File: config.mk
export PLATFORM = sky130hd
export DESIGN_NAME = maindec_mc
export DESIGN_NICKNAME = d
export VERILOG_FILES = /design/src/rtl/mips_ctrl_pkg.sv /design/src/rtl/mem_wait_timer.sv /design/src/rtl/maindec_mc.sv
export SDC_FILE = /design/constraint.sdc
export NUM_CORES = 1
export LEC_CHECK = 0
export ABC_CLOCK_PERIOD_IN_PS = 2800
export CORE_ASPECT_RATIO = 0.7
export CORE_MARGIN = 3
export CORE_UTILIZATION = 55
export DETAILED_ROUTE_END_ITERATION = 6
export DONT_BUFFER_PORTS = 1
export GPL_TIMING_DRIVEN = 0
export PLACE_DENSITY = 0.71
export SKIP_LAST_GASP = 1
export SYNTH_ARGS = -nofsm -noshare
export SYNTH_HDL_FRONTEND = slang
export SYNTH_HIERARCHICAL = 1
export SYNTH_SLANG_ARGS = --single-unit
File: constraint.sdc
create_clock -name clk -period 2.8 [get_ports clk]
set_input_delay 0.28 -clock clk [delete_from_list [all_inputs] [get_ports clk]]
set_output_delay 0.28 -clock clk [all_outputs]
set_load 0.05 [all_outputs]
File: src/rtl/mips_ctrl_pkg.sv
`default_nettype none
// ============================================================================
// Module  : mips_ctrl_pkg
// Purpose : Shared encodings for the multicycle MIPS controller: FSM states,
//           opcodes, ALU operation codes, PC/register/writeback selects and
//           exception causes. The ALU decoder reuses the aluop encodings.
// Ports   : none (package)
// Rev     : 1.0  initial release
// ============================================================================
package mips_ctrl_pkg;

    typedef enum logic [4:0] {
        S_FETCH   = 5'd0,
        S_DECODE  = 5'd1,
        S_MEMADR  = 5'd2,
        S_MEMRD   = 5'd3,
        S_MEMWB   = 5'd4,
        S_MEMWR   = 5'd5,
        S_RTYPEEX = 5'd6,
        S_RTYPEWB = 5'd7,
        S_BEQEX   = 5'd8,
        S_BNEEX   = 5'd9,
        S_IMMEX   = 5'd10,
        S_IMMWB   = 5'd11,
        S_JEX     = 5'd12,
        S_JALEX   = 5'd13,
        S_EXCEPT  = 5'd14
    } state_t;

    // Opcodes (IR[31:26])
    localparam logic [5:0] c_OP_RTYPE = 6'b000000;
    localparam logic [5:0] c_OP_J     = 6'b000010;
    localparam logic [5:0] c_OP_JAL   = 6'b000011;
    localparam logic [5:0] c_OP_BEQ   = 6'b000100;
    localparam logic [5:0] c_OP_BNE   = 6'b000101;
    localparam logic [5:0] c_OP_ADDI  = 6'b001000;
    localparam logic [5:0] c_OP_SLTI  = 6'b001010;
    localparam logic [5:0] c_OP_ANDI  = 6'b001100;
    localparam logic [5:0] c_OP_ORI   = 6'b001101;
    localparam logic [5:0] c_OP_LW    = 6'b100011;
    localparam logic [5:0] c_OP_SW    = 6'b101011;

    // ALU operation requested from the ALU decoder
    localparam logic [2:0] c_ALU_ADD   = 3'b000;
    localparam logic [2:0] c_ALU_SUB   = 3'b001;
    localparam logic [2:0] c_ALU_FUNCT = 3'b010;
    localparam logic [2:0] c_ALU_OR    = 3'b011;
    localparam logic [2:0] c_ALU_AND   = 3'b100;
    localparam logic [2:0] c_ALU_SLT   = 3'b101;

    // Next-PC source
    localparam logic [1:0] c_PC_ALU    = 2'b00;
    localparam logic [1:0] c_PC_ALUOUT = 2'b01;
    localparam logic [1:0] c_PC_JUMP   = 2'b10;
    localparam logic [1:0] c_PC_EXC    = 2'b11;

    // Destination register select
    localparam logic [1:0] c_DST_RT  = 2'b00;
    localparam logic [1:0] c_DST_RD  = 2'b01;
    localparam logic [1:0] c_DST_R31 = 2'b10;

    // Register writeback source
    localparam logic [1:0] c_WB_ALUOUT = 2'b00;
    localparam logic [1:0] c_WB_MDR    = 2'b01;
    localparam logic [1:0] c_WB_PC     = 2'b10;

    // ALU B operand select
    localparam logic [1:0] c_SRCB_B     = 2'b00;
    localparam logic [1:0] c_SRCB_FOUR  = 2'b01;
    localparam logic [1:0] c_SRCB_IMM   = 2'b10;
    localparam logic [1:0] c_SRCB_IMMSH = 2'b11;

    // Exception cause
    localparam logic [1:0] c_CAUSE_NONE    = 2'b00;
    localparam logic [1:0] c_CAUSE_ILLEGAL = 2'b01;
    localparam logic [1:0] c_CAUSE_TIMEOUT = 2'b10;

    // ALU operation for the immediate-ALU instructions
    function automatic logic [2:0] imm_aluop(input logic [5:0] op);
        case (op)
            c_OP_SLTI: imm_aluop = c_ALU_SLT;
            c_OP_ANDI: imm_aluop = c_ALU_AND;
            c_OP_ORI:  imm_aluop = c_ALU_OR;
            default:   imm_aluop = c_ALU_ADD;
        endcase
    endfunction

    // Logical immediates are zero-extended, arithmetic ones sign-extended
    function automatic logic imm_zext(input logic [5:0] op);
        imm_zext = (op == c_OP_ANDI) || (op == c_OP_ORI);
    endfunction

endpackage
`default_nettype wire

File: src/rtl/mem_wait_timer.sv
`default_nettype none
// ============================================================================
// Module  : mem_wait_timer
// Purpose : Counts stall cycles spent waiting for memory and flags the cycle
//           in which one more stall would exceed TIMEOUT cycles.
// Ports   : clk     - rising-edge clock
//           reset   - asynchronous active-low reset
//           clear   - restart count at 0 (FSM is changing state)
//           enable  - FSM is in a memory-wait state
//           ready   - memory completes the access this cycle
//           expire  - waiting, not ready and count already at TIMEOUT-1
// Rev     : 1.0  initial release
// ============================================================================
module mem_wait_timer #(
    parameter int TIMEOUT = 16
) (
    input  logic clk,
    input  logic reset,
    input  logic clear,
    input  logic enable,
    input  logic ready,
    output logic expire
);

    localparam int            CW     = $clog2(TIMEOUT);
    localparam logic [CW-1:0] c_LAST = CW'(TIMEOUT - 1);

    logic [CW-1:0] r_count;
    logic          w_stall;

    assign w_stall = enable && !ready;
    // A ready in the last cycle masks the expiry, so completion wins over trap
    assign expire  = w_stall && (r_count == c_LAST);

    always_ff @(posedge clk or negedge reset) begin
        if (!reset) begin
            r_count <= '0;
        end else if (clear) begin
            r_count <= '0;
        end else if (w_stall) begin
            r_count <= r_count + 1'b1;
        end
    end

endmodule
`default_nettype wire

File: src/rtl/maindec_mc.sv
`default_nettype none
// ============================================================================
// Module  : maindec_mc
// Purpose : Multicycle MIPS main controller. Moore FSM decoding op into
//           datapath strobes and mux selects, with a memory ready handshake,
//           wait timeout and illegal-opcode / bus-timeout exceptions.
// Ports   : clk, reset (async active-low), op[5:0], mem_ready
//           strobes  : pcWrite, MemWrite, IRWrite, RegWrite, mem_req
//           selects  : alusrca, branch, bne, iord, immzext, MemtoReg[1:0],
//                      regDST[1:0], alusrcb[1:0], pcsrc[1:0], aluop[2:0]
//           status   : exc (pulse), exc_cause[1:0] (held), instr_done
// Rev     : 1.0  initial release
// ============================================================================
module maindec_mc
    import mips_ctrl_pkg::*;
#(
    parameter int MEM_WAIT_EN = 1,
    parameter int TIMEOUT     = 16,
    parameter int EXC_EN      = 1
) (
    input  logic       clk,
    input  logic       reset,
    input  logic [5:0] op,
    input  logic       mem_ready,
    output logic       pcWrite,
    output logic       MemWrite,
    output logic       IRWrite,
    output logic       RegWrite,
    output logic       alusrca,
    output logic       branch,
    output logic       bne,
    output logic       iord,
    output logic       immzext,
    output logic [1:0] MemtoReg,
    output logic [1:0] regDST,
    output logic [1:0] alusrcb,
    output logic [1:0] pcsrc,
    output logic [2:0] aluop,
    output logic       mem_req,
    output logic       exc,
    output logic [1:0] exc_cause,
    output logic       instr_done
);

    state_t     r_state;
    state_t     w_next;
    logic [1:0] r_exc_cause;
    logic [1:0] w_cause;
    logic       w_rdy;
    logic       w_waiting;
    logic       w_expire;

    // Without the handshake every memory state completes in one cycle
    generate
        if (MEM_WAIT_EN != 0) begin : g_wait
            assign w_rdy     = mem_ready;
            assign w_waiting = (r_state == S_FETCH) || (r_state == S_MEMRD) ||
                               (r_state == S_MEMWR);
        end else begin : g_nowait
            assign w_rdy     = 1'b1;
            assign w_waiting = 1'b0;
        end
    endgenerate

    // Any state change restarts the count, which covers entry to each wait state
    mem_wait_timer #(
        .TIMEOUT (TIMEOUT)
    ) u_timer (
        .clk    (clk),
        .reset  (reset),
        .clear  (w_next != r_state),
        .enable (w_waiting),
        .ready  (w_rdy),
        .expire (w_expire)
    );

    // Next-state and exception cause
    always_comb begin
        w_next  = S_FETCH;
        w_cause = c_CAUSE_NONE;
        case (r_state)
            S_FETCH, S_MEMRD, S_MEMWR: begin
                if (w_rdy) begin
                    w_next = (r_state == S_FETCH) ? S_DECODE :
                             (r_state == S_MEMRD) ? S_MEMWB  : S_FETCH;
                end else if (w_expire) begin
                    w_next  = S_EXCEPT;
                    w_cause = c_CAUSE_TIMEOUT;
                end else begin
                    w_next = r_state;
                end
            end
            S_DECODE: begin
                case (op)
                    c_OP_LW, c_OP_SW:   w_next = S_MEMADR;
                    c_OP_RTYPE:         w_next = S_RTYPEEX;
                    c_OP_BEQ:           w_next = S_BEQEX;
                    c_OP_BNE:           w_next = S_BNEEX;
                    c_OP_ADDI, c_OP_SLTI,
                    c_OP_ANDI, c_OP_ORI: w_next = S_IMMEX;
                    c_OP_J:             w_next = S_JEX;
                    c_OP_JAL:           w_next = S_JALEX;
                    default: begin
                        if (EXC_EN != 0) begin
                            w_next  = S_EXCEPT;
                            w_cause = c_CAUSE_ILLEGAL;
                        end else begin
                            w_next = S_FETCH;
                        end
                    end
                endcase
            end
            S_MEMADR:  w_next = (op == c_OP_SW) ? S_MEMWR : S_MEMRD;
            S_RTYPEEX: w_next = S_RTYPEWB;
            S_IMMEX:   w_next = S_IMMWB;
            default:   w_next = S_FETCH;
        endcase
    end

    always_ff @(posedge clk or negedge reset) begin
        if (!reset) begin
            r_state     <= S_FETCH;
            r_exc_cause <= c_CAUSE_NONE;
        end else begin
            r_state <= w_next;
            if (w_next == S_EXCEPT) begin
                r_exc_cause <= w_cause;
            end
        end
    end

    assign exc_cause = r_exc_cause;

    // Output decode; strobes in memory states are qualified by w_rdy
    always_comb begin
        pcWrite    = 1'b0;
        MemWrite   = 1'b0;
        IRWrite    = 1'b0;
        RegWrite   = 1'b0;
        alusrca    = 1'b0;
        branch     = 1'b0;
        bne        = 1'b0;
        iord       = 1'b0;
        immzext    = 1'b0;
        MemtoReg   = c_WB_ALUOUT;
        regDST     = c_DST_RT;
        alusrcb    = c_SRCB_B;
        pcsrc      = c_PC_ALU;
        aluop      = c_ALU_ADD;
        mem_req    = 1'b0;
        exc        = 1'b0;
        instr_done = 1'b0;
        case (r_state)
            S_FETCH: begin
                mem_req = 1'b1;
                alusrcb = c_SRCB_FOUR;
                IRWrite = w_rdy;
                pcWrite = w_rdy;
            end
            S_DECODE: alusrcb = c_SRCB_IMMSH;
            S_MEMADR: begin
                alusrca = 1'b1;
                alusrcb = c_SRCB_IMM;
            end
            S_MEMRD: begin
                mem_req = 1'b1;
                iord    = 1'b1;
            end
            S_MEMWB: begin
                RegWrite   = 1'b1;
                MemtoReg   = c_WB_MDR;
                instr_done = 1'b1;
            end
            S_MEMWR: begin
                mem_req    = 1'b1;
                iord       = 1'b1;
                MemWrite   = w_rdy;
                instr_done = w_rdy;
            end
            S_RTYPEEX: begin
                alusrca = 1'b1;
                aluop   = c_ALU_FUNCT;
            end
            S_RTYPEWB: begin
                RegWrite   = 1'b1;
                regDST     = c_DST_RD;
                instr_done = 1'b1;
            end
            S_BEQEX, S_BNEEX: begin
                alusrca    = 1'b1;
                branch     = 1'b1;
                bne        = (r_state == S_BNEEX);
                pcsrc      = c_PC_ALUOUT;
                aluop      = c_ALU_SUB;
                instr_done = 1'b1;
            end
            S_IMMEX: begin
                alusrca = 1'b1;
                alusrcb = c_SRCB_IMM;
                aluop   = imm_aluop(op);
                immzext = imm_zext(op);
            end
            S_IMMWB: begin
                RegWrite   = 1'b1;
                aluop      = imm_aluop(op);
                immzext    = imm_zext(op);
                instr_done = 1'b1;
            end
            S_JEX: begin
                pcWrite    = 1'b1;
                pcsrc      = c_PC_JUMP;
                instr_done = 1'b1;
            end
            S_JALEX: begin
                // PC already holds PC+4 from FETCH, so it is the link value
                pcWrite    = 1'b1;
                pcsrc      = c_PC_JUMP;
                RegWrite   = 1'b1;
                regDST     = c_DST_R31;
                MemtoReg   = c_WB_PC;
                instr_done = 1'b1;
            end
            S_EXCEPT: begin
                pcWrite = 1'b1;
                pcsrc   = c_PC_EXC;
                exc     = 1'b1;
            end
            default: ;
        endcase
        // Nothing may strobe while reset is held, even though state reads FETCH
        if (!reset) begin
            pcWrite    = 1'b0;
            MemWrite   = 1'b0;
            IRWrite    = 1'b0;
            RegWrite   = 1'b0;
            alusrca    = 1'b0;
            branch     = 1'b0;
            bne        = 1'b0;
            iord       = 1'b0;
            immzext    = 1'b0;
            MemtoReg   = c_WB_ALUOUT;
            regDST     = c_DST_RT;
            alusrcb    = c_SRCB_B;
            pcsrc      = c_PC_ALU;
            aluop      = c_ALU_ADD;
            mem_req    = 1'b0;
            exc        = 1'b0;
            instr_done = 1'b0;
        end
    end

endmodule
`default_nettype wire

==> metrics, run 1 <==
status finished, final reports clean; RSZ-0062 raised after global routing true; total gr overflow 0; Area Overhead vs Synth 9.93%; Final ANT Viol Nets 0; first-pass GRT wire length 4650 um; Critical Path Max Stage Delay 1170 ps; unique cell type count in the Yosys netlist 50; clk_lat worst skew roughly 280 ps; register area ~280 sq um; Crit path buffers/inverters 1; PortBufs 0; vias in the first global route a little under 1000; clock skew between 2 and 2.5 ps; Leakage between 0.0005 and 0.0006 uW; Synthesized Nets 151; vias per cell about 6.4; vias between 1000 and 1500; total CTS buffers 3; Req. time, crit path about 2500 ps; Tcrit/Tclk final roughly 98%; routability cong. 0.817; core box area ~1700 sq um; multi-input logic area between 700 and 800 sq um; area of the die 2520 sq um; synthesis-stage register bit count 11; post-route cell area between 1000 and 1500 sq um; CP Launch Type register; CTS tree done; syn avg cell area about 7.6 sq um; Die W about 59 um; P_sw 494 uW; hold crit path type input pin to register; Cell Area, Synth 1070 sq um; Mapped Cells around 140; Post-Route WL roughly 2800 um; Slew Limit Fails 0; Post-CTS Setup Bufs 0; worst slew pin tran approximately 1400 ps; Root Buffer clkbuf_4; Sw Ratio between 50% and 60%; Cell Int Power around 430 uW; Synth async-reset ratio 100%; initial antenna violation count 0; drt first pass iters 4; fin cells 167; final hold vios 0; Comb power frac between 60 and 70%; fraction of layout cells with a size suffix above 1 a little over a fifth; GRT Overall Usage between 20 and 25%; register clock-pin slew on the reported worst setup and hold paths roughly 80 ps; Top FF cell, synth dfrtp_1; drt wl/cell between 15 and 20 um; maxcap violations 0; fillers between 150 and 200; clock sink total 11; Placed Area about 1100 sq um; delay-heaviest family, CP simple AND/OR/NAND/NOR gates; number of synthesized flops with an enable pin 0; IO Pins 34; Worst Path Arrival 2460 ps; largest net degree at the start of global routing 12; endpoint class of the critical path output pin; Power Density about 780 nW/um^2; die height ~43 um; cells along the critical path buf_2 -> nand2_1 -> nor3_1; clk buf depth 2; Syn. warnings 6; Final min period around 2700 ps; final setup fails 0; post-detail-place hpwl around 2000 um; # H-tree levels 1; FP Rows 12; CP max FO 10; worst hold slack around 130 ps; Flop pwr share about a quarter; Initial DRC Count roughly 130; Setup CP Type register to output pin; Fmax achieved about 360 MHz; Critical-path top delay cell nor3_1; Slew Limit Headroom between 2 and 3%; fin nets ~160; clock power share roughly an eighth; Placed Cells about 160; Seq/Total Area, Yosys about a quarter; Worst IR Drop VDD roughly 520 uV; drt drc 0; Starting Density 62.6%; antenna cell count 0
cell usage after synthesis (4+ instances only):
| master | n | area [sq um] |
|---|---|---|
| nor2b_1 | 4 | 25.0 |
| inv_1 | 5 | 18.8 |
| nand2_1 | 16 | 60.1 |
| nor2_1 | 15 | 56.3 |
| nand3_1 | 6 | 30.0 |
| a21oi_1 | 6 | 30.0 |
| buf_2 | 7 | 35.0 |
| a31oi_1 | 6 | 37.5 |
| nor3_1 | 8 | 40.0 |
| dfrtp_1 | 11 | 275 |
state kept, by name, summed over array words and instances (netlist names):
register and cells:
r_state 5, u_timer/r_count 4, exc_cause 2
area by class of cell:
cell class / count / share of cell area (%)
Multi-Input combinational cell: 115 / 65.0
Sequential cell: 11 / 23.4
Buffer: 9 / 4.25
Tap cell: 21 / 2.23
Clock buffer: 3 / 1.91
Inverter: 6 / 1.91
Timing Repair Buffer: 1 / 0.850
Clock inverter: 1 / 0.425
cell families after synthesis:
kind of cell / Yosys count / share of synthesized area, %
flip-flops: 11 / 25.7
buffers and inverters: 15 / 6.77
XOR/XNOR: 6 / 4.91
AO/OA/AOI/OAI: 27 / 17.5
AND/OR/NAND/NOR: 78 / 41.6
adder cells (fa/ha/maj): 1 / 1.17
multiplexers: 2 / 1.99
other: 1 / 0.350
cell usage in the layout (no fill, tap or decap), types with 2 or more instances in the layout:
cell type / count
a21boi_1: 2
a21oi_1: 6
a31oi_1: 6
and2_1: 3
and3_1: 2
buf_2: 7
clkbuf_4: 3
dfrtp_1: 11
inv_1: 5
nand2_1: 16
nand2b_1: 2
nand3_1: 6
nand4_1: 3
nor2_1: 14
nor2b_1: 4
nor2b_4: 2
nor3_1: 7
nor3_2: 2
nor3b_2: 2
nor4_1: 2
o21ai_0: 3
xnor2_1: 3
xor2_1: 3
worst reg2reg max path, cell delays in order (launching register included):
cell and delay (ps):
dfrtp_1 380, buf_6 150, nor4b_2 320, a22o_4 190, nor2b_4 190, and4_2 290
nor2_1 70, nand2_1 170, nor2b_1 70, mux2_1 290
path summary, 6_finish.rpt:
| kind | startpoint | end | slack, ps | cells after the start |
|---|---|---|---|---|
| max reg2reg | r_state[3]$_DFF_PN0_ | u_timer/r_count[3]$_DFFE_PN0P_ | 570 | 9 |
| max | r_state[2]$_DFF_PN0_ | MemWrite | 60 | 3 |
| max in group asynchronous | reset | r_state[1]$_DFF_PN0_ | 2060 | 1 |
| min | op[4] | r_state[3]$_DFF_PN0_ | 130 | 2 |
| min reg2reg | u_timer/r_count[2]$_DFFE_PN0P_ | u_timer/r_count[2]$_DFFE_PN0P_ | 580 | 2 |
| min in group asynchronous | reset | u_timer/r_count[2]$_DFFE_PN0P_ | 400 | 1 |
timing repair:
| action | in CTS | in global routing |
|---|---|---|
| resized for setup | 4 | 1 |
| endpoints found under the setup margin | 3 | 4 |
| hold endpoints to repair | 11 | 0 |
| pin swaps | 1 | 1 |
| hold buffers | 1 | 0 |
| cloned | 0 | 0 |
stage by stage:
step                      utilization (%)  TNS (ps)  total power [uW]  setup WS, ps
final                                68.8         0               920          59.9
after CTS                            68.6     -38.9               909         -33.3
after detailed placement             65.6         0               779          93.3
after floorplan                         -         0               694          79.9
after global placement               64.6     -59.3               760         -59.3
after global routing                 68.8      -104               984         -66.3
metal layers:
metal | wire, um | share of wire, % | track usage (%) | up-vias
met4 | 39 | 1.4 | 9.50 | 0
met1 | 1210 | 44 | 33.8 | 485
li1 | - | - | - | 512
met3 | 342 | 12 | 7.60 | 5
met5 | 0 | 0 | 0 | -
met2 | 1170 | 42 | 33.9 | 72
power groups by stage:
stage          sequential (uW)  clock [uW]  combinational, uW
5_1_grt                    242         130                613
3_3_place_gp               237           0                523
3_5_place_dp               240           0                539
6_report                   237         119                564
2_1_floorplan              230           0                464
4_1_cts                    236         120                553
Note: power is estimated with default switching activity, not from simulation.
==> run 2, diff against run 1 <==
- CORE_UTILIZATION: 55 -> 40
- CTS_BUF_LIST: unset -> sky130_fd_sc_hd__clkbuf_2 sky130_fd_sc_hd__clkbuf_4 sky130_fd_sc_hd__clkbuf_8
- PLACE_DENSITY: 0.71 -> 0.55
==> metrics, run 2 (synthesis results as in run 1) <==
status finished, final reports clean; final setup fails 0; routability cong. about 0.8; core box area 2500 sq um; FP Rows 15; Comb power frac 58.4%; final hold vios 0; Post-Route WL between 2000 and 3000 um; setup TNS 0 ps; Area Overhead vs Synth 14.7%; Initial DRC Count 56; Die W ~68 um; Starting Density 42.9%; cells along the critical path buf_6 -> inv_2 -> nor2_1 -> nand2_1 -> nor2_1 -> and2_1; initial antenna violation count 0; clk buf depth 2; total CTS buffers 3; Final min period approximately 2700 ps; drt wl/cell roughly 15 um; register area 277 sq um; Worst Path Arrival 2470 ps; clk_lat worst skew between 200 and 250 ps; vias per cell roughly 5.7; Sw Ratio 49.5%; fin nets around 160; CP max FO 9; Req. time, crit path 2520 ps; antenna cell count 0; Placed Area roughly 1100 sq um; Slew Limit Fails 0; Leakage 0.000519 uW; Crit path top cell by count nor2_1; area of the die approximately 3300 sq um; PortBufs 0; CP Launch Type register; max FFs per register 5; Worst Min Path Start op[4]; # H-tree levels 1; die height 49.3 um; clock skew 4.19 ps; drt first pass iters 4; hold crit path type input pin to register; Slew Limit Headroom under 10%; multi-input logic area between 700 and 800 sq um; commonest non-fill, non-tap cell in the layout nand2_1; Worst Reg-to-Reg Cells 9; clock power share ~17%; vias in the first global route around 900; R2R Path Start r_state[4]$_DFF_PN0_; IO Pins 34; Cell Int Power 484 uW; RSZ-0062 raised after global routing true; worst hold slack slightly above 200 ps; CTS tree done; Fmax achieved approximately 360 MHz; R2R Path End u_timer/r_count[3]$_DFFE_PN0P_; Total Power ~960 uW; P_sw between 400 and 500 uW; GRT Overall Usage about 17%; clock sink total 11; Root Buffer clkbuf_8; vias ~1000; Crit path buffers/inverters 2; endpoint class of the critical path output pin; maxcap violations 0; Reg with most FFs r_state; Flop pwr share 24.4%; post-detail-place hpwl around 2100 um; worst slew pin tran around 1400 ps; register clock-pin slew on the reported worst setup and hold paths 50 ps; Setup CP Type register to output pin; delay-heaviest family, CP simple AND/OR/NAND/NOR gates; hold depth 2; Critical Path Max Stage Delay around 770 ps; Stages on worst setup path 6; post-route cell area 1230 sq um; Tcrit/Tclk final between 90% and 100%; R2R Setup Slk between 600 and 700 ps; fillers 248; Critical-path top delay cell nor2_1; Worst IR Drop VDD around 320 uV; Final ANT Viol Nets 0; fraction of layout cells with a size suffix above 1 a little under a quarter; Power Density 779 nW/um^2; first-pass GRT wire length roughly 4400 um; Hold EP r_state[3]$_DFF_PN0_; commonest non-fill, non-tap cells in the layout 16 x nand2_1, 15 x nor2_1, 10 x dfrtp_1, 7 x buf_2, 7 x nor3_1; largest net degree at the start of global routing 12; total gr overflow 0; drt drc 0
run 2: cell types whose count changed in the layout (fill, tap and decap cells not counted):
cell / previous run / this run
clkbuf_8: 0 / 3
buf_4: 0 / 2
clkbuf_4: 3 / 1
clkinv_2: 1 / 0
dfrtp_1: 11 / 10
dfrtp_2: 0 / 1
nor2_1: 14 / 15
nor2_2: 1 / 0
run 2: how the worst max path moves through the flow:
stage,end,startpoint,slack [ps]
finish,bne,r_state[3]$_DFF_PN0_,50
global route,bne,r_state[3]$_DFF_PN0_,-70
CTS,instr_done,r_state[1]$_DFF_PN0_,20
detailed placement,pcWrite,r_state[4]$_DFF_PN0_,40
global placement,pcWrite,r_state[2]$_DFF_PN0_,-90
floorplan,pcWrite,r_state[4]$_DFF_PN0_,80
run 2: final cells by class:
| cell class | count | area share (%) |
|---|---|---|
| buffer | 9 | 4.07 |
| clock buffer | 4 | 3.97 |
| inverter | 6 | 1.83 |
| multi-input combinational | 115 | 62.1 |
| sequential | 11 | 22.5 |
| tap | 34 | 3.46 |
| timing repair buffer | 3 | 2.04 |
run 2: repair_timing:
| action | in CTS | in global routing |
|---|---|---|
| gates resized for setup | 3 | 2 |
| cloned | 0 | 0 |
| setup endpoints to repair | 1 | 4 |
| hold buffers | 1 | 0 |
| buffers inserted | 1 | 0 |
| hold endpoints to repair | 11 | 0 |
| pin swaps | 2 | 1 |
run 2: through the flow:
stage,setup WS (ps),cells,utilization [%]
after floorplan,79.9,141,-
after global placement,-87.9,175,45.0
after detailed placement,41.4,176,45.9
after CTS,16.3,182,48.8
after global routing,-70.1,182,49.2
final,50.3,182,49.2
run 2: power by group through the flow:
stage / clock, uW / combinational [uW] / sequential, uW
finish: 165 / 559 / 233
global route: 183 / 608 / 238
floorplan: 0 / 464 / 230
CTS: 175 / 554 / 233
global placement: 0 / 531 / 235
detailed placement: 0 / 542 / 236
run 2: layer usage:
layer	wire length (um)	vias to the layer above	global-route usage [%]
li1	-	518	-
met1	1380	480	24.3
met2	1170	35	26.8
met3	223	2	2.53
met4	8	0	3.96
met5	0	-	0
